<file path="src/rtl/tile_map_renderer_pkg.sv">
// Shared constants and types for the tile-map renderer.
// Palette defaults, widths and the pixel pipeline latency.
package tile_map_renderer_pkg;

  localparam int RGB_W    = 12;
  localparam int SPR_W    = 6;
  localparam int TILE_PX  = 16;
  localparam int TILE_LG  = 4;
  localparam int PIPE_LAT = 4;

  localparam logic [RGB_W-1:0] PAL0 = 12'h000;
  localparam logic [RGB_W-1:0] PAL1 = 12'h0A0;
  localparam logic [RGB_W-1:0] PAL2 = 12'h850;
  localparam logic [RGB_W-1:0] PAL3 = 12'hFFF;

  typedef struct packed {
    logic hs;
    logic vs;
    logic von;
  } sband_t;

  localparam sband_t SB_ZERO = '{hs: 1'b0, vs: 1'b0, von: 1'b0};
  localparam sband_t SB_IDLE = '{hs: 1'b1, vs: 1'b1, von: 1'b0};

endpackage

</file>
<file path="src/rtl/tile_map_renderer_palette.sv">
// Four-entry colour palette: one write port, one async read.
// Resets to the package default colours.
module render_palette
  import tile_map_renderer_pkg::*;
(
  input  logic             clock,
  input  logic             reset_n,
  input  logic             we_i,
  input  logic [1:0]       wr_idx_i,
  input  logic [RGB_W-1:0] wr_data_i,
  input  logic [1:0]       rd_idx_i,
  output logic [RGB_W-1:0] rd_data_o
);

  logic [3:0][RGB_W-1:0] pal_q;

  // Palette storage; a write lands at the clock edge.
  always_ff @(posedge clock or negedge reset_n) begin
    if (!reset_n) begin
      pal_q[0] <= PAL0;
      pal_q[1] <= PAL1;
      pal_q[2] <= PAL2;
      pal_q[3] <= PAL3;
    end else if (we_i) begin
      pal_q[wr_idx_i] <= wr_data_i;
    end
  end

  assign rd_data_o = pal_q[rd_idx_i];

endmodule

</file>
<file path="src/rtl/tile_map_renderer.sv">
// Scrolling tile-map pixel pipeline: scan position to RGB.
// Four clocks of latency; sync/blank delayed to match colour.
module tile_map_renderer
  import tile_map_renderer_pkg::*;
#(
  parameter int TILE_COLS = 64,
  parameter int TILE_ROWS = 32,
  parameter int COL_W     = 6,
  parameter int ROW_W     = 5
) (
  input  logic                     clock,
  input  logic                     reset_n,
  input  logic [9:0]               pix_x,
  input  logic [9:0]               pix_y,
  input  logic                     video_on,
  input  logic                     hsync_in,
  input  logic                     vsync_in,
  input  logic                     frame_start,
  input  logic                     scroll_valid,
  output logic                     scroll_ready,
  input  logic [COL_W+TILE_LG-1:0] scroll_x_in,
  input  logic [ROW_W+TILE_LG-1:0] scroll_y_in,
  output logic [COL_W+ROW_W-1:0]   tmap_addr,
  input  logic [SPR_W-1:0]         tmap_q,
  output logic [SPR_W-1:0]         spr_select,
  output logic [TILE_LG-1:0]       spr_x,
  output logic [TILE_LG-1:0]       spr_y,
  input  logic [1:0]               spr_pixel,
  input  logic                     pal_we,
  input  logic [1:0]               pal_idx,
  input  logic [RGB_W-1:0]         pal_data,
  output logic [RGB_W-1:0]         rgb,
  output logic                     hsync_out,
  output logic                     vsync_out,
  output logic                     video_on_out
);

  localparam int WX_W = $clog2(TILE_COLS) + TILE_LG;
  localparam int WY_W = $clog2(TILE_ROWS) + TILE_LG;

  logic [WX_W-1:0] scx_q, scx_d;
  logic [WY_W-1:0] scy_q, scy_d;
  logic [WX_W-1:0] pdx_q, pdx_d;
  logic [WY_W-1:0] pdy_q, pdy_d;
  logic            pfull_q, pfull_d;
  logic            apply;
  logic            take;

  logic [WX_W-1:0] wx_d;
  logic [WY_W-1:0] wy_d;
  logic [WX_W-1:0] wx1_q;
  logic [WY_W-1:0] wy1_q;
  sband_t          sb_d;
  sband_t          sb1_q;

  logic [TILE_LG-1:0] fx2_q;
  logic [TILE_LG-1:0] fy2_q;
  sband_t             sb2_q;
  sband_t             sb3_q;

  logic [RGB_W-1:0] pal_rd;
  logic [RGB_W-1:0] rgb_q, rgb_d;
  sband_t           sbo_q;

  assign scroll_ready = !pfull_q;
  assign apply = frame_start && pfull_q;
  assign take  = scroll_valid && !pfull_q;

  // Pending slot fills on handshake; frame_start promotes it.
  always_comb begin
    scx_d   = scx_q;
    scy_d   = scy_q;
    pdx_d   = pdx_q;
    pdy_d   = pdy_q;
    pfull_d = pfull_q;
    unique case (1'b1)
      apply: begin
        scx_d   = pdx_q;
        scy_d   = pdy_q;
        pfull_d = 1'b0;
      end
      take: begin
        pdx_d   = scroll_x_in;
        pdy_d   = scroll_y_in;
        pfull_d = 1'b1;
      end
      default: ;
    endcase
  end

  // Scroll state registers.
  always_ff @(posedge clock or negedge reset_n) begin
    if (!reset_n) begin
      scx_q   <= '0;
      scy_q   <= '0;
      pdx_q   <= '0;
      pdy_q   <= '0;
      pfull_q <= 1'b0;
    end else begin
      scx_q   <= scx_d;
      scy_q   <= scy_d;
      pdx_q   <= pdx_d;
      pdy_q   <= pdy_d;
      pfull_q <= pfull_d;
    end
  end

  assign wx_d = WX_W'(pix_x) + scx_q;
  assign wy_d = WY_W'(pix_y) + scy_q;
  assign sb_d = '{hs: hsync_in, vs: vsync_in, von: video_on};

  // Stages 1-3: world coords, in-tile coords, sideband delay.
  always_ff @(posedge clock or negedge reset_n) begin
    if (!reset_n) begin
      wx1_q <= '0;
      wy1_q <= '0;
      sb1_q <= SB_ZERO;
      fx2_q <= '0;
      fy2_q <= '0;
      sb2_q <= SB_ZERO;
      sb3_q <= SB_ZERO;
    end else begin
      wx1_q <= wx_d;
      wy1_q <= wy_d;
      sb1_q <= sb_d;
      fx2_q <= wx1_q[TILE_LG-1:0];
      fy2_q <= wy1_q[TILE_LG-1:0];
      sb2_q <= sb1_q;
      sb3_q <= sb2_q;
    end
  end

  assign tmap_addr  = {wy1_q[WY_W-1:TILE_LG], wx1_q[WX_W-1:TILE_LG]};
  assign spr_select = tmap_q;
  assign spr_x      = fx2_q;
  assign spr_y      = fy2_q;

  render_palette u_pal (
    .clock     (clock),
    .reset_n   (reset_n),
    .we_i      (pal_we),
    .wr_idx_i  (pal_idx),
    .wr_data_i (pal_data),
    .rd_idx_i  (spr_pixel),
    .rd_data_o (pal_rd)
  );

  assign rgb_d = sb3_q.von ? pal_rd : '0;

  // Output register: colour plus aligned sidebands.
  always_ff @(posedge clock or negedge reset_n) begin
    if (!reset_n) begin
      rgb_q <= '0;
      sbo_q <= SB_IDLE;
    end else begin
      rgb_q <= rgb_d;
      sbo_q <= sb3_q;
    end
  end

  assign rgb          = rgb_q;
  assign hsync_out    = sbo_q.hs;
  assign vsync_out    = sbo_q.vs;
  assign video_on_out = sbo_q.von;

endmodule

</file>
<file path="config.mk">
export PLATFORM = sky130hd
export DESIGN_NAME = tile_map_renderer
export DESIGN_NICKNAME = d
export VERILOG_FILES = /design/src/rtl/tile_map_renderer_pkg.sv /design/src/rtl/tile_map_renderer_palette.sv /design/src/rtl/tile_map_renderer.sv
export SDC_FILE = /design/constraint.sdc
export NUM_CORES = 1
export LEC_CHECK = 0
export CAP_MARGIN = 20
export CORE_MARGIN = 5
export CORE_UTILIZATION = 40
export DETAILED_ROUTE_END_ITERATION = 8
export HOLD_SLACK_MARGIN = 0.1
export MAX_ROUTING_LAYER = met4
export PLACE_DENSITY = 0.65
export RECOVER_POWER = 100
export SETUP_SLACK_MARGIN = 0.5
export SLEW_MARGIN = 15
export SYNTH_ARGS = -nofsm -noshare
export SYNTH_HDL_FRONTEND = slang
export SYNTH_SLANG_ARGS = --single-unit
</file>
<file path="constraint.sdc">
create_clock -name clock -period 4.5 [get_ports clock]
set_clock_uncertainty 0.2 [all_clocks]
set_input_delay 1.125 -clock clock [delete_from_list [all_inputs] [get_ports clock]]
set_output_delay 1.125 -clock clock [all_outputs]
set_load 0.05 [all_outputs]
</file>
# Word-level counts from Yosys, hierarchy flattened
# Index checks and enable logic that the tools add are counted.
# word_totals
input_bits	69
regBits	138
out_inout_bits	41
# classes
n_lt_le_gt_ge	3
n_mux	7
n_reduce_logical	5
n_addsub	2
# op_table
op	count
$bwmux 48	1
$mux 12	3
$bmux 12 s2	1
$demux 12 s2	1
$add 10x10->10	1
$add 9x9->9	1
$lt 2x3->1 const B	2
$logic_and 1x1->1	3
$ge 2x1->1 const B	1
$pmux 1 s2	1
$reduce_bool 2->1	1
$logic_not 1->1	1

# Longest topological paths before layout
# Gate-level depths: netlist of the first run.
# depth
word_depth	5
mapped_depth	8
mapped_depth_nobuf	8

# Cells and area by module
# A second synthesis of the first run with hierarchy kept.
# unflattened
hier_cells	371
area_unflattened_um2	5740.5
# modules_own_cells
mod	cells_per_inst	n_inst	area_each_um2
tile_map_renderer	253	1	3636.0
render_palette	118	1	2104.5

# Worst setup path before layout of the first run
# Ideal clock, no wire load.
# synth_path
path_kind	input to register
startpoint	input port pix_y[0]
endpoint	register wy1_q[8]
setup_slack_ns	1.609
t_arrival_ns	2.566
path_stages	7
n_path_buf	0
cell_sequence	ha_1 > fa_1 > a21o_1 > a2111oi_4 > o21bai_1 > a21oi_1 > xnor2_1
# synth_between
elab_chain_cells	1
# synth_lines
element	line_no	source
start: declaration	tile_map_renderer.sv:14	input logic [9:0] pix_y,
$add 9x9->9	tile_map_renderer.sv:109	assign wy_d = WY_W'(pix_y) + scy_q;
net wy_d[8]	tile_map_renderer.sv:50	logic [WY_W-1:0] wy_d;
end signal: assignment	tile_map_renderer.sv:124	wy1_q <= wy_d;
end: declaration	tile_map_renderer.sv:52	logic [WY_W-1:0] wy1_q;
# The timed path passes the listed nets, and every way through them passes these cells.
# A chain may end at the register's enable or synchronous reset.

# Final worst setup path of the first run
# Same ends and word-level chain as after synthesis.

==> metrics.csv, run 1 <==
metric;value;unit
yosysWarnings;0;
synth_edf_count;0;
syn_area_per_cell;15.5;sq um
p_leak;3.09;nW
core;14000;sq um
clk_latency;410;ps
slew_violations;0;
setup_violations;0;
crit_fanout;2;
yosysUniqueCellTypes;33;
finalHoldViolations;0;
gr-total-overflow;0;
crit_chain;dlygate4sd3_1 -> ha_1 -> fa_1 -> a21o_1 -> a2111oi_0 -> o21bai_1 -> a21oi_1 -> xnor2_1;
path_class;in2reg;
cts_root_buf;clkbuf_16;
cts_setup_buffers;0;
setup_tns;0;ps
path_buf_inv;1;
hpwl;7.17;mm
grtUsageTotal;14.6;%
min_path_cells;0;
r2r_end;wx1_q[9]$_DFF_PN0_;
initial_core_util;41.1;%
end_kind;register;
synth_top_area_share;51.8;%
netlist_area;5750;sq um
grt_pass1_vias;3611;
dr.pass1.iters;4;
cts_buffer_depth;2;
cts_resized;0;
wl;10.7;mm
hold_start;wx1_q[3]$_DFF_PN0_;
r2r_cells;6;
cts_hold_buffers;0;
avgViaCountPerCell;4.89;
synth_area_leader_cell;dfrtp_1;
slew_headroom;23.8;%
io_pins;110;
synth_flop_cell;dfrtp_1;
drive_gt1_share;32.1;%
period_minus_slack;3560;ps
syn_to_final_growth;26.6;%
portBuffers;96;
timing.rr.start;scx_q[4]$_DFFE_PN0P_;
min_delay_worst_endpoint;spr_x[3]$_DFF_PN0_;
htreeDepth;4;
clk_pin_slew_worst_paths;60;ps
max_freq;281;MHz
start_kind;input port;
antenna_found_initial;1;
dieArea;16900;sq um
routedWlPerCell;16.3;microns
ir_worst_vdd;0.335;mV
chipHeight;130;microns
crit_required;4640;ps
ys_seq_area_share;60.5;%
vias;3214;
synthCells;371;
grt_first_pass_wirelength;18.2;mm
fin_util;52.0;%
synth_common_cells;119 x dfrtp_1, 86 x mux2_2, 19 x dfstp_2;
power_per_cell_area;600;nW/um^2
placementRows;43;
finalCritPeriodShare;79.1;%
async_flop_share;100;%
synth_area_leaders;dfrtp_1 52%, mux2_2 17%, dfstp_2 8.7%;
yosysMostFrequentCell;dfrtp_1;
slowest_delay;700;ps
cp_top_family;compound AO/OA/AOI/OAI gates;
critPathSlowestCell;a2111oi_0;
first_iter_violations;152;
cts_tree;built;
synth-seq-cells;138;
finalWeightedCongestion;0.754;
synth_nets;459;
ant_nets;0;
grt_max_degree;109;
maxCapViolations;0;
worst_slew_pin_slew;1140;ps
hold_class;reg2reg;
cts.sinks;138;
numCtsBuffers;17;
drc;0;
rsz0062_at_grt;false;
worstPathArrival;3700;ps
reg2reg_slack;1780;ps
nets;551;
die_w;130;microns
outcome;finished clean;
## logic make-up (layout without fill, tap and decap cells)
kind of cell,Yosys count,after routing,synth area share (%)
adders and majority gates,19,19,4.40
other,0,1,0
AOI/OAI and AO/OA,22,22,3.29
and+or+nand+nor,41,41,4.11
xor gates and xnor gates,17,17,2.59
buffers and inverters,36,141,3.59
muxes,98,98,21.5
DFF,138,138,60.5
## registers in the layout, summed over array words and instances, names as in the netlist, 3 cells and up
name,count
sb1_q,3
scy_q,9
wx1_q,10
u_pal.pal_q,48
scx_q,10
sb3_q,3
spr_x,4
wy1_q,9
rgb,12
sb2_q,3
spr_y,4
pdx_q,10
pdy_q,9
## worst reg2reg max path, delay by kind of cell (launching register included)
family	cells	cell delay, ps
xor gates and xnor gates	1	130
AOI/OAI and AO/OA	3	1350
adders and majority gates	1	360
DFF	1	380
and+or+nand+nor	1	230
## per-layer routing
layer / vias to the layer above / part of all wire (%) / global-route usage (%)
met2: 91 / 48 / 22.6
met3: 20 / 7.5 / 5.24
met5: - / 0 / -
met1: 1626 / 42 / 17.3
met4: 0 / 1.6 / 6.17
li1: 1477 / - / -
## cell usage in the layout, fill, tap and decap left out, types with 5 or more instances in the layout
master,Yosys,layout
clkinv_2,0,6
inv_1,8,8
dfrtp_1,119,119
clkbuf_16,0,17
ha_1,17,17
dlygate4sd3_1,0,45
a21oi_1,7,7
clkdlybuf4s50_1,0,50
mux2_2,86,86
mux4_2,12,12
clkbuf_1,4,5
clkinvlp_4,0,5
dfstp_2,19,19
xnor2_1,13,13
and2_1,13,9
nand3_1,6,6
nor2_1,7,7
## area by class of cell
cell class	instances	area, sq um
Timing Repair Buffer	101	985
Tap cell	180	225
Antenna cell	1	2.50
Inverter	8	30.0
Multi-Input combinational cell	197	2020
Fill cell	1215	6710
Clock inverter	12	76.3
Sequential cell	138	3480
Clock buffer	20	457
## stage by stage
| stage | instance area, sq um | setup slack (ps) | std cells | power [mW] | hold WS (ps) |
|---|---|---|---|---|---|
| 2_1_floorplan | 5750 | 1610 | 371 | 2.87 | 131 |
| 4_1_cts | 7340 | 1410 | 656 | 4.52 | 148 |
| 3_3_place_gp | 6810 | 1060 | 624 | 3.21 | 137 |
| 5_1_grt | 7280 | 773 | 657 | 4.63 | 150 |
| 6_report | 7280 | 939 | 657 | 4.36 | 145 |
| 3_5_place_dp | 6810 | 993 | 624 | 3.25 | 135 |
## where the power goes
group	switching, mW	internal (mW)
Combinational	0.770	0.597
Sequential	0.147	1.61
Clock	0.509	0.726
Total	1.43	2.94
## worst max path at each step
stage                              startpoint            endpoint  slack (ps)  cells after the start
after floorplan                      pix_y[0]  wy1_q[8]$_DFF_PN0_        1610                      7
after global placement               pix_y[0]  wy1_q[8]$_DFF_PN0_        1060                      8
after detailed placement             pix_y[0]  wy1_q[8]$_DFF_PN0_         990                      8
after CTS                 hsync_out$_DFF_PN1_           hsync_out        1410                      1
after global routing                 pix_y[0]  wy1_q[8]$_DFF_PN0_         770                      8
final                                pix_y[0]  wy1_q[8]$_DFF_PN0_         940                      8
Note: power is estimated with default switching activity, not from simulation.
==> run 2: changes to the inputs <==
Clock period 4.5 ns to 3.38 ns, I/O delays scaled along.
==> metrics.csv, run 2 (same netlist as run 1, synthesis figures left out) <==
metric;value;unit
ir_worst_vdd;0.535;mV
p_leak;3.14;nW
layout_common_cells;119 x dfrtp_1, 86 x mux2_2, 51 x clkdlybuf4s50_1;
clk_pin_slew_worst_paths;50;ps
cts_resized;0;
dieArea;16900;sq um
seq_area;3480;sq um
cts.sinks;138;
outcome;complete, but fails checks;
nets;556;
wl;10.7;mm
setup_violations;0;
setup_tns;0;ps
finalCritPeriodShare;85.6;%
power;6.08;mW
slew_headroom;-1.16;%
regMostFlops;u_pal.pal_q;
end_kind;register;
multi_input_area;2060;sq um
cts_tree;built;
cts_root_buf;clkbuf_16;
drc;0;
grt_first_pass_wirelength;17.8;mm
finalHoldViolations;0;
worst_slew_pin_slew;1520;ps
slew_violations;60;
period_minus_slack;2890;ps
io_pins;110;
first_iter_violations;117;
antenna_found_initial;3;
syn_to_final_growth;28.8;%
gr-total-overflow;0;
grt_max_degree;60;
cts_hold_buffers;0;
chipHeight;130;microns
violations;capacitance limit, slew limit;
reg2reg_slack;1080;ps
path_class;in2reg;
initial_core_util;41.1;%
grtUsageTotal;14.2;%
grt_pass1_vias;3603;
placementRows;43;
core;14000;sq um
finalWeightedCongestion;0.750;
crit_fanout;13;
clk_latency;410;ps
start_kind;input port;
hold_class;reg2reg;
final_common_cell;dfrtp_1;
largest_reg_flops;48;
avgViaCountPerCell;4.88;
rsz0062_at_grt;false;
portBuffers;96;
hpwl;7.31;mm
maxCapViolations;1;
dr.pass1.iters;4;
ant_nets;0;
power_per_cell_area;821;nW/um^2
cts_setup_buffers;0;
cts_buffer_depth;2;
numCtsBuffers;17;
vias;3242;
crit_required;3470;ps
fill_cells;1201;
routedWlPerCell;16.2;microns
htreeDepth;4;
drive_gt1_share;31.6;%
max_freq;346;MHz
die_w;130;microns
worstPathArrival;2980;ps
## run 2: worst max-delay path, stage by stage
cell and delay [ps]:
dlygate4sd3_1 540, nor2b_1 480, clkbuf_1 700, mux2_2 420
## run 2: path summary, 6_finish.rpt
check                                              end  depth (start not counted)           startpoint
max in group asynchronous  u_pal.pal_q[34]$_DFFE_PN0P_                          2              reset_n
setup / recovery                  pdx_q[3]$_DFFE_PN0P_                          4         scroll_valid
setup reg to reg                  pdx_q[3]$_DFFE_PN0P_                          3  pfull_q$_DFFE_PN0P_
hold reg to reg                     sb2_q[1]$_DFF_PN0_                          0   sb1_q[1]$_DFF_PN0_
min in group asynchronous            rgb[11]$_DFF_PN0_                          1              reset_n
hold / removal                      sb2_q[1]$_DFF_PN0_                          0   sb1_q[1]$_DFF_PN0_
## run 2: area by class of cell
class / instances / share of cell area (%)
Timing Repair Buffer: 106 / 13.5
Inverter: 8 / 0.406
Clock inverter: 7 / 1.55
Multi-Input combinational cell: 197 / 27.8
Sequential cell: 138 / 47.0
Clock buffer: 25 / 6.56
Antenna cell: 3 / 0.101
Tap cell: 180 / 3.04
## run 2: layer usage
| metal | routed length [microns] | global-route usage (%) | vias to the layer above | part of all wire [%] |
|---|---|---|---|---|
| li1 | - | - | 1496 | - |
| met1 | 4580 | 17.0 | 1641 | 43 |
| met2 | 5250 | 22.2 | 91 | 49 |
| met3 | 742 | 5.03 | 14 | 6.9 |
| met4 | 169 | 5.44 | 0 | 1.6 |
| met5 | 0 | - | - | 0 |
## run 2: power by group
part	switching (mW)	internal, mW	leakage [nW]
combinational	1.05	0.816	1.25
clock	0.650	1.22	0.288
sequential	0.196	2.15	1.61
## run 2: metrics by stage
step	setup slack, ps	utilization, %	cells	hold slack, ps	cell area (sq um)
floorplan	769	-	371	131	5750
global placement	228	49.0	629	137	6860
detailed placement	205	49.0	629	135	6860
CTS	593	53.3	661	147	7460
global route	290	52.9	664	147	7400
finish	487	52.9	664	145	7400
==> run 3: changes to the inputs <==
Settings changed: PLACE_DENSITY 0.65 to 0.68.
Clock period 3.38 ns to 2.4 ns, I/O delays scaled along.
==> metrics.csv, run 3 (same netlist as run 1, synthesis figures left out) <==
metric;value;unit
outcome;finished clean;
ant_nets;0;
numCtsBuffers;17;
worst_slew_pin_slew;1010;ps
wl;11.2;mm
critPathSlowestCell;fa_2;
max_freq;440;MHz
fill_cells;1173;
hpwl;7.47;mm
path_buf_inv;1;
crit_fanout;2;
chipHeight;130;microns
slowest_delay;360;ps
grtUsageTotal;14.4;%
antenna_found_initial;0;
grt_first_pass_wirelength;17.9;mm
io_pins;110;
htreeDepth;4;
cts_buffer_depth;2;
finalHoldViolations;0;
setup_tns;0;ps
maxCapViolations;0;
largest_reg_flops;48;
layout_common_cells;119 x dfrtp_1, 86 x mux2_2, 45 x clkdlybuf4s50_1;
crit_chain;dlygate4sd2_1 -> ha_1 -> fa_2 -> a21o_1 -> a2111oi_4 -> o21bai_1 -> a21oi_1 -> xnor2_1;
finalCritPeriodShare;94.7;%
routedWlPerCell;16.3;microns
stdcell_area;7690;sq um
hold_class;reg2reg;
placedInstanceArea;7090;sq um
first_iter_violations;124;
cp_top_family;compound AO/OA/AOI/OAI gates;
avgViaCountPerCell;4.86;
nets;581;
end_kind;register;
crit_required;2530;ps
post-place-ws;-441;ps
setup_slack;127;ps
placementRows;43;
ir_worst_vdd;0.546;mV
slew_headroom;32.6;%
finalWeightedCongestion;0.755;
initial_core_util;41.1;%
setup_violations;0;
start_kind;input port;
vias;3333;
regMostFlops;u_pal.pal_q;
p_leak;3.37;nW
final_common_cell;dfrtp_1;
drive_gt1_share;48.0;%
core;14000;sq um
power_per_cell_area;1170;nW/um^2
dieArea;16900;sq um
worstPathArrival;2410;ps
cts_tree;built;
cts.sinks;138;
portBuffers;96;
path_class;in2reg;
grt_max_degree;54;
syn_to_final_growth;33.8;%
rsz0062_at_grt;true;
gr-total-overflow;0;
antenna_cells;0;
period_minus_slack;2270;ps
drc;0;
clk_pin_slew_worst_paths;60;ps
slew_violations;0;
cts_root_buf;clkbuf_16;
die_w;130;microns
grt_pass1_vias;3588;
clk_latency;410;ps
dr.pass1.iters;4;
-- run 3: final cells by class --
type	instances	area, sq um	area share (%)
Clock buffer	20	447	5.81
Multi-Input combinational cell	197	2240	29.1
Tap cell	180	225	2.93
Timing Repair Buffer	131	1120	14.6
Clock inverter	12	149	1.94
Inverter	8	30.0	0.390
Sequential cell	138	3480	45.2
-- run 3: where the power goes --
group          leakage, nW  switching [mW]  internal, mW
registers             1.61           0.308          3.03
logic                 1.46            1.62          1.40
clock network        0.293           0.967          1.65
total                 3.37            2.89          6.08
-- run 3: path summary, 6_finish.rpt --
check	slack, ps	from	to	cells after the start
worst max-delay path	130	pix_y[0]	wy1_q[8]$_DFF_PN0_	8
worst min-delay path	150	wy1_q[2]$_DFF_PN0_	spr_y[2]$_DFF_PN0_	0
worst max register to register	150	scy_q[0]$_DFFE_PN0P_	wy1_q[8]$_DFF_PN0_	7
worst min register to register	150	wy1_q[2]$_DFF_PN0_	spr_y[2]$_DFF_PN0_	0
max in group asynchronous	420	reset_n	pdy_q[5]$_DFFE_PN0P_	3
min in group asynchronous	490	reset_n	video_on_out$_DFF_PN0_	2
-- run 3: per-stage QoR --
step,util [%],std cells,power (mW),hold slack [ps]
floorplan,-,371,5.46,104
detailed placement,50.7,643,6.34,135
finish,55.0,686,8.97,146
global route,55.0,686,9.43,157
CTS,54.7,681,8.95,147
global placement,50.7,643,6.25,134
-- run 3: layer usage --
layer	part of all wire [%]	track usage (%)	wire [microns]	vias up
li1	-	-	-	1548
met1	43	17.6	4860	1675
met2	49	22.2	5500	84
met3	5.0	3.89	565	26
met4	2.5	7.27	279	0
met5	0	-	0	-
-- run 3: what timing repair did --
| item | CTS | global route |
|---|---|---|
| setup buffers | 5 | 4 |
| endpoints found under the hold margin | 38 | 0 |
| cloned | 0 | 1 |
| setup endpoints to repair | 42 | 24 |
| hold buffers | 1 | 0 |
| pin swaps | 21 | 19 |
| gates resized for setup | 175 | 20 |
==> RTL edit 1 (flow settings as in run 3) <==
Make the reset (`reset_n`) synchronous in 4 clocked blocks. Comments in the files are not updated.
--- a/src/rtl/tile_map_renderer_palette.sv
+++ b/src/rtl/tile_map_renderer_palette.sv
@@ -15,7 +15,7 @@
   logic [3:0][RGB_W-1:0] pal_q;
 
   // Palette storage; a write lands at the clock edge.
-  always_ff @(posedge clock or negedge reset_n) begin
+  always_ff @(posedge clock) begin
     if (!reset_n) begin
       pal_q[0] <= PAL0;
       pal_q[1] <= PAL1;
--- a/src/rtl/tile_map_renderer.sv
+++ b/src/rtl/tile_map_renderer.sv
@@ -89,7 +89,7 @@
   end
 
   // Scroll state registers.
-  always_ff @(posedge clock or negedge reset_n) begin
+  always_ff @(posedge clock) begin
     if (!reset_n) begin
       scx_q   <= '0;
       scy_q   <= '0;
@@ -110,7 +110,7 @@
   assign sb_d = '{hs: hsync_in, vs: vsync_in, von: video_on};
 
   // Stages 1-3: world coords, in-tile coords, sideband delay.
-  always_ff @(posedge clock or negedge reset_n) begin
+  always_ff @(posedge clock) begin
     if (!reset_n) begin
       wx1_q <= '0;
       wy1_q <= '0;
@@ -148,7 +148,7 @@
   assign rgb_d = sb3_q.von ? pal_rd : '0;
 
   // Output register: colour plus aligned sidebands.
-  always_ff @(posedge clock or negedge reset_n) begin
+  always_ff @(posedge clock) begin
     if (!reset_n) begin
       rgb_q <= '0;
       sbo_q <= SB_IDLE;
Check against the original RTL: differs if reset_n is asserted again (counterexample within 4 cycles, from zero or initial values and one cycle with reset_n low); with reset_n held inactive, the same outputs for 10 cycles.
==> RTL edit 1 against run 3 <==
- design area decreased by 5.1%
- critical path depth stayed put
- register-to-register slack better by 0.07 ns
- sequential cell count unchanged
- via count grew 33%
- setup slack better by 0.096 ns
- area after synthesis decreased by 5.3%
- wire length increased by 18%
- count of clock-buffer cells in the layout increased by 1
Power is not compared: it rests on default switching activity, and its combinational part moved more than twofold at a synthesized area within 25%.
==> RTL edit 1: results (changes against run 3) <==
stage	metric	value	unit	change
status	status	completed		unchanged
clock_tree	cts_root_buf	clkbuf_16		unchanged
die	rows	42		was 43
logic_synthesis	synth_nets	688		was 459
global_routing	antenna_found_initial	0		unchanged
logic_synthesis	synth-async-reset-ratio	0		was 1.00
power	leakage	0.00290	uW	
critical_path	cp_data_arrival_time	2.33	ns	was 2.41 ns
layout	n_antenna_cell	0		unchanged
logic_synthesis	synth_common_cells	nand2_1, dfxtp_1, a21oi_1		was dfrtp_1, mux2_2, dfstp_2
global_routing	grt_pass1_wl	21900	um	was 17900 um
layout	regMostFlops	u_pal.pal_q		unchanged
power	peakVddDrop	0.525	mV	
timing	worstMarginPinSlew	0.890	ns	was 1.01 ns
global_routing	grt_max_degree	40		was 54
place	placed_cells	866		was 643
logic_synthesis	yosys_warnings	0		unchanged
place	port_buffers	96		unchanged
route	drt-total-wl	13200	um	was 11200 um
layout	layout.nets	802		was 581
clock_tree	cts_made_buffers	17		unchanged
logic_synthesis	synth-main-ff-cell	dfxtp_1		was dfrtp_1
critical_path	worstPathMaxFanout	2		unchanged
route	via_count	4424		was 3333
clock_tree	clock_latency	0.42	ns	
hold_path	worstHoldPathType	reg2reg		unchanged
place	place.gp.congestion	0.857		was 0.755
route	drt_iter0_markers	321		was 124
logic_synthesis	synthTopCellsByArea	dfxtp_1, nand2_1, a21oi_1		was dfrtp_1, mux2_2, dfstp_2
layout	layout-drive-gt1-share	0.165		was 0.480
global_routing	grt_pass1_vias	4623		was 3588
logic_synthesis	ys_seq_area_frac	0.507		was 0.605
logic_synthesis	synth_cells	600		was 371
global_routing	grt_use_total	0.176		was 0.144
timing	hold_violations	0		unchanged
clock_tree	cts.path.max_buffers	2		unchanged
place	hpwl	9170	um	was 7470 um
layout	largest_reg_flops	48		unchanged
layout	fillers	1195		was 1173
route	drt-pass1-iter-count	6		was 4
clock_tree	path_clk_slew	0.06	ns	about the same
clock_tree	htreeDepth	4		unchanged
logic_synthesis	synth_cell_type_count	37		was 33
layout	finalNonFillerCells	903		was 686
## RTL edit 1: changes by cell type after synthesis, sizes merged, moves of 25 or more
cell and delta:
nand2 +153, dfxtp +138, dfrtp -119, a21oi +59, clkbuf +25, mux2 -85
## RTL edit 1: worst max-delay path: stages (launching register included)
cell and delay [ns]:
dfxtp_1 0.33, ha_4 0.16, inv_2 0.04, fa_1 0.22, nor2b_4 0.05, o31a_1 0.27
or4_1 0.41, a31oi_1 0.22, mux2i_1 0.20
## RTL edit 1: timing repair
item,in CTS,in global routing
setup buffers,5,0
endpoints found under the setup margin,47,12
pin swaps,20,7
gates resized for setup,197,21
## RTL edit 1: kinds of logic (layout without fill, tap and decap cells)
| logic type | Yosys count | count (layout) | synth area share |
|---|---|---|---|
| AO/OA/AOI/OAI | 94 | 94 | 0.0940 |
| multiplexers | 26 | 26 | 0.0756 |
| XOR/XNOR | 9 | 9 | 0.0145 |
| flip-flops | 138 | 138 | 0.507 |
| adder cells (fa/ha/maj) | 19 | 19 | 0.0464 |
| buffers and inverters | 55 | 182 | 0.0506 |
| AND/OR/NAND/NOR | 259 | 259 | 0.212 |
## RTL edit 1: per-stage QoR
step	setup slack [ns]	hold WS [ns]	instance area, um2
2_1_floorplan	0.0741	0.186	5520
3_3_place_gp	-0.464	0.195	6820
3_5_place_dp	-0.468	0.201	6820
4_1_cts	0.181	0.219	7350
5_1_grt	0.133	0.237	7300
6_report	0.223	0.216	7300
## RTL edit 1: path summary, 6_finish.rpt
check / from / to / slack [ns] / cells after the start
hold reg to reg: sb3_q[1] / vsync_out / 0.22 / 1
setup / recovery: scx_q[0] / wx1_q[8] / 0.22 / 8
setup reg to reg: scx_q[0] / wx1_q[8] / 0.22 / 8
hold / removal: sb3_q[1] / vsync_out / 0.22 / 1
## RTL edit 1: where the power goes
group / internal, uW / total (uW) / switching, uW
Clock: 1710 / 2670 / 955
Combinational: 257 / 577 / 320
Sequential: 2390 / 2430 / 39.9
## RTL edit 1: cell type report
class                           instances  area share
Multi-Input combinational cell        407       0.355
Inverter                                7     0.00360
Timing Repair Buffer                  143       0.148
Sequential cell                       138       0.379
Clock inverter                         11      0.0197
Clock buffer                           21      0.0644
Tap cell                              176      0.0302
## RTL edit 1: layer usage
| layer | GRT usage | up-vias | share of wire |
|---|---|---|---|
| met3 | 0.0450 | 26 | 0.045 |
| li1 | - | 2201 | - |
| met1 | 0.205 | 2072 | 0.44 |
| met4 | 0.0833 | 0 | 0.026 |
| met2 | 0.285 | 125 | 0.49 |
| met5 | - | - | 0 |
==> RTL edit 2 (flow settings as in run 3) <==
Without the edit above. Take the reset off `wy1_q` and load it in a clocked block of its own.
--- a/src/rtl/tile_map_renderer.sv
+++ b/src/rtl/tile_map_renderer.sv
@@ -113,7 +113,6 @@
   always_ff @(posedge clock or negedge reset_n) begin
     if (!reset_n) begin
       wx1_q <= '0;
-      wy1_q <= '0;
       sb1_q <= SB_ZERO;
       fx2_q <= '0;
       fy2_q <= '0;
@@ -121,13 +120,16 @@
       sb3_q <= SB_ZERO;
     end else begin
       wx1_q <= wx_d;
-      wy1_q <= wy_d;
       sb1_q <= sb_d;
       fx2_q <= wx1_q[TILE_LG-1:0];
       fy2_q <= wy1_q[TILE_LG-1:0];
       sb2_q <= sb1_q;
       sb3_q <= sb2_q;
     end
+  end
+
+  always_ff @(posedge clock) begin
+    wy1_q <= wy_d;
   end
 
   assign tmap_addr  = {wy1_q[WY_W-1:TILE_LG], wx1_q[WX_W-1:TILE_LG]};
Behaviour: not the same (Yosys sat finds a counterexample within 4 cycles, from zero or initial values and one cycle with reset_n low).
==> RTL edit 2 against run 3 <==
- design area fell by 2.6%
- maximum frequency rose by 2.0%
- setup slack improved by 0.044 ns
- sequential cell count did not move
- global-route usage rose by 0.26 points
- critical path depth fell by 1
- wire length fell by 2.6%
- non-clock buffer count did not move
- core utilization fell by 1.2 points
- area after synthesis fell by 0.78%
- cell count rose by 0.15%
- power fell by 3.5%
- critical endpoint is now wx1_q[9]
- highest routed layer unchanged
==> RTL edit 2: results (changes against run 3) <==
stage	metric	value	unit	change
critical_path	cpPeakStageDelay	0.63	ns	was 0.36 ns
timing	relSlewSlack	0.332		was 0.326
global_routing	grtUsageMet2	0.234		was 0.222
layout	layout.nets	581		unchanged
logic_synthesis	ys_seq_area_frac	0.602		was 0.605
global_routing	grt_util_met3	0.0548		was 0.0389
logic_synthesis	synth_cell_type_count	34		was 33
critical_path	worstPathMaxFanout	3		was 2
place	hpwl	7480	um	was 7470 um
route	avgViaCountPerCell	4.77		was 4.86
route	drt-pass1-iter-count	4		unchanged
power	peakVddDrop	0.573	mV	was 0.546 mV
hold_path	worstHoldPathType	reg2reg		unchanged
place	port_buffers	96		unchanged
status	status	completed		unchanged
logic_synthesis	yosys_warnings	0		unchanged
clock_tree	path_clk_slew	0.06	ns	about the same
clock_tree	htreeDepth	4		unchanged
global_routing	grt_pass1_vias	3680		was 3588
global_routing	grt_use_total	0.147		was 0.144
layout	regMostFlops	u_pal.pal_q		unchanged
route	detail_route.wl_per_cell	15.9	um	was 16.3 um
global_routing	grt_pass1_wl	18300	um	was 17900 um
layout	largest_reg_flops	48		unchanged
place	place.gp.congestion	0.744		was 0.755
clock_tree	cts_made_buffers	17		unchanged
logic_synthesis	synth-async-reset-ratio	0.935		was 1.00
clock_tree	cts_root_buf	clkbuf_16		unchanged
logic_synthesis	synth_edf_count	0		unchanged
critical_path	critPathTopFamily	compound AO/OA/AOI/OAI gates		unchanged
global_routing	grt_max_degree	63		was 54
clock_tree	cts.path.max_buffers	2		unchanged
critical_path	slowest_stage	a2111oi_1		was fa_2
critical_path	cp_data_arrival_time	2.36	ns	was 2.41 ns
power	power.share.switching	0.328		was 0.322
layout	fillers	1177		was 1173
power	leakage	0.00316	uW	was 0.00337 uW
logic_synthesis	synth_common_cells	dfrtp_1, mux2_2, dfstp_2		unchanged
place	placed_area	0.00710	mm2	was 0.00709 mm2
layout	layout-drive-gt1-share	0.379		was 0.480
global_routing	antenna_found_initial	1		was 0
route	drt_iter0_markers	146		was 124
clock_tree	clock_latency	0.41	ns	about the same
logic_synthesis	synth_nets	459		unchanged
global_routing	met1_usage	0.174		was 0.176
logic_synthesis	synthTopCellsByArea	dfrtp_1, mux2_2, dfstp_2		unchanged
RTL edit 2: changes by cell type after synthesis:
cell | before | now
dfxtp_1 | 0 | 9
dfrtp_1 | 119 | 110
RTL edit 2: metal layers:
layer | wire (um) | up-vias
met2 | 5670 | 92
li1 | - | 1545
met4 | 94 | 0
met5 | 0 | -
met1 | 4510 | 1633
met3 | 644 | 10
RTL edit 2: area by class of cell:
class | instances | area share
Inverter | 8 | 0.00401
Sequential cell | 138 | 0.458
Antenna cell | 1 | 0.000334
Clock inverter | 13 | 0.0192
Multi-Input combinational cell | 197 | 0.286
Timing Repair Buffer | 131 | 0.142
Tap cell | 180 | 0.0301
Clock buffer | 19 | 0.0605
RTL edit 2: worst paths after layout:
path,startpoint,endpoint,slack [ns],depth (start not counted)
worst max register to register,scx_q[1],wx1_q[9],0.17,6
max in group asynchronous,reset_n,vsync_out,0.42,3
worst min register to register,wy1_q[2],spr_y[2],0.13,0
worst min-delay path,wy1_q[2],spr_y[2],0.13,0
min in group asynchronous,reset_n,pdx_q[1],0.67,2
worst max-delay path,pix_x[1],wx1_q[9],0.17,7
RTL edit 2: kinds of logic (layout without fill, tap and decap cells):
group                    Yosys count  count (layout)  synth area share
AND/OR/NAND/NOR                   41              41            0.0415
adder cells (fa/ha/maj)           19              19            0.0443
buffers and inverters             36             171            0.0362
other                              0               1                 0
flip-flops                       138             138             0.602
AO/OA/AOI/OAI                     22              22            0.0331
XOR/XNOR                          17              17            0.0261
multiplexers                      98              98             0.217
RTL edit 2: what timing repair did:
action,4_1_cts,5_1_grt
hold buffers,1,0
endpoints found under the setup margin,44,17
gates cloned,0,1
hold endpoints to repair,14,0
pin swaps,16,12
buffers inserted,2,3
gates resized for setup,175,21
RTL edit 2: power groups by stage:
stage | combinational, uW | clock [uW] | sequential (uW)
after floorplan | 1820 | 0 | 3640
after global placement | 2880 | 0 | 3350
after detailed placement | 2950 | 0 | 3390
after CTS | 2890 | 2660 | 3360
after global routing | 2950 | 2760 | 3420
final | 2730 | 2590 | 3340
RTL edit 2: stage by stage:
step / setup slack (ns) / TNS [ns] / instances / util
2_1_floorplan: 0.159 / 0 / 371 / -
3_3_place_gp: -0.383 / -1.63 / 647 / 0.509
3_5_place_dp: -0.389 / -1.81 / 647 / 0.509
4_1_cts: 0.215 / 0 / 682 / 0.549
5_1_grt: 0.114 / 0 / 687 / 0.537
6_report: 0.172 / 0 / 687 / 0.537
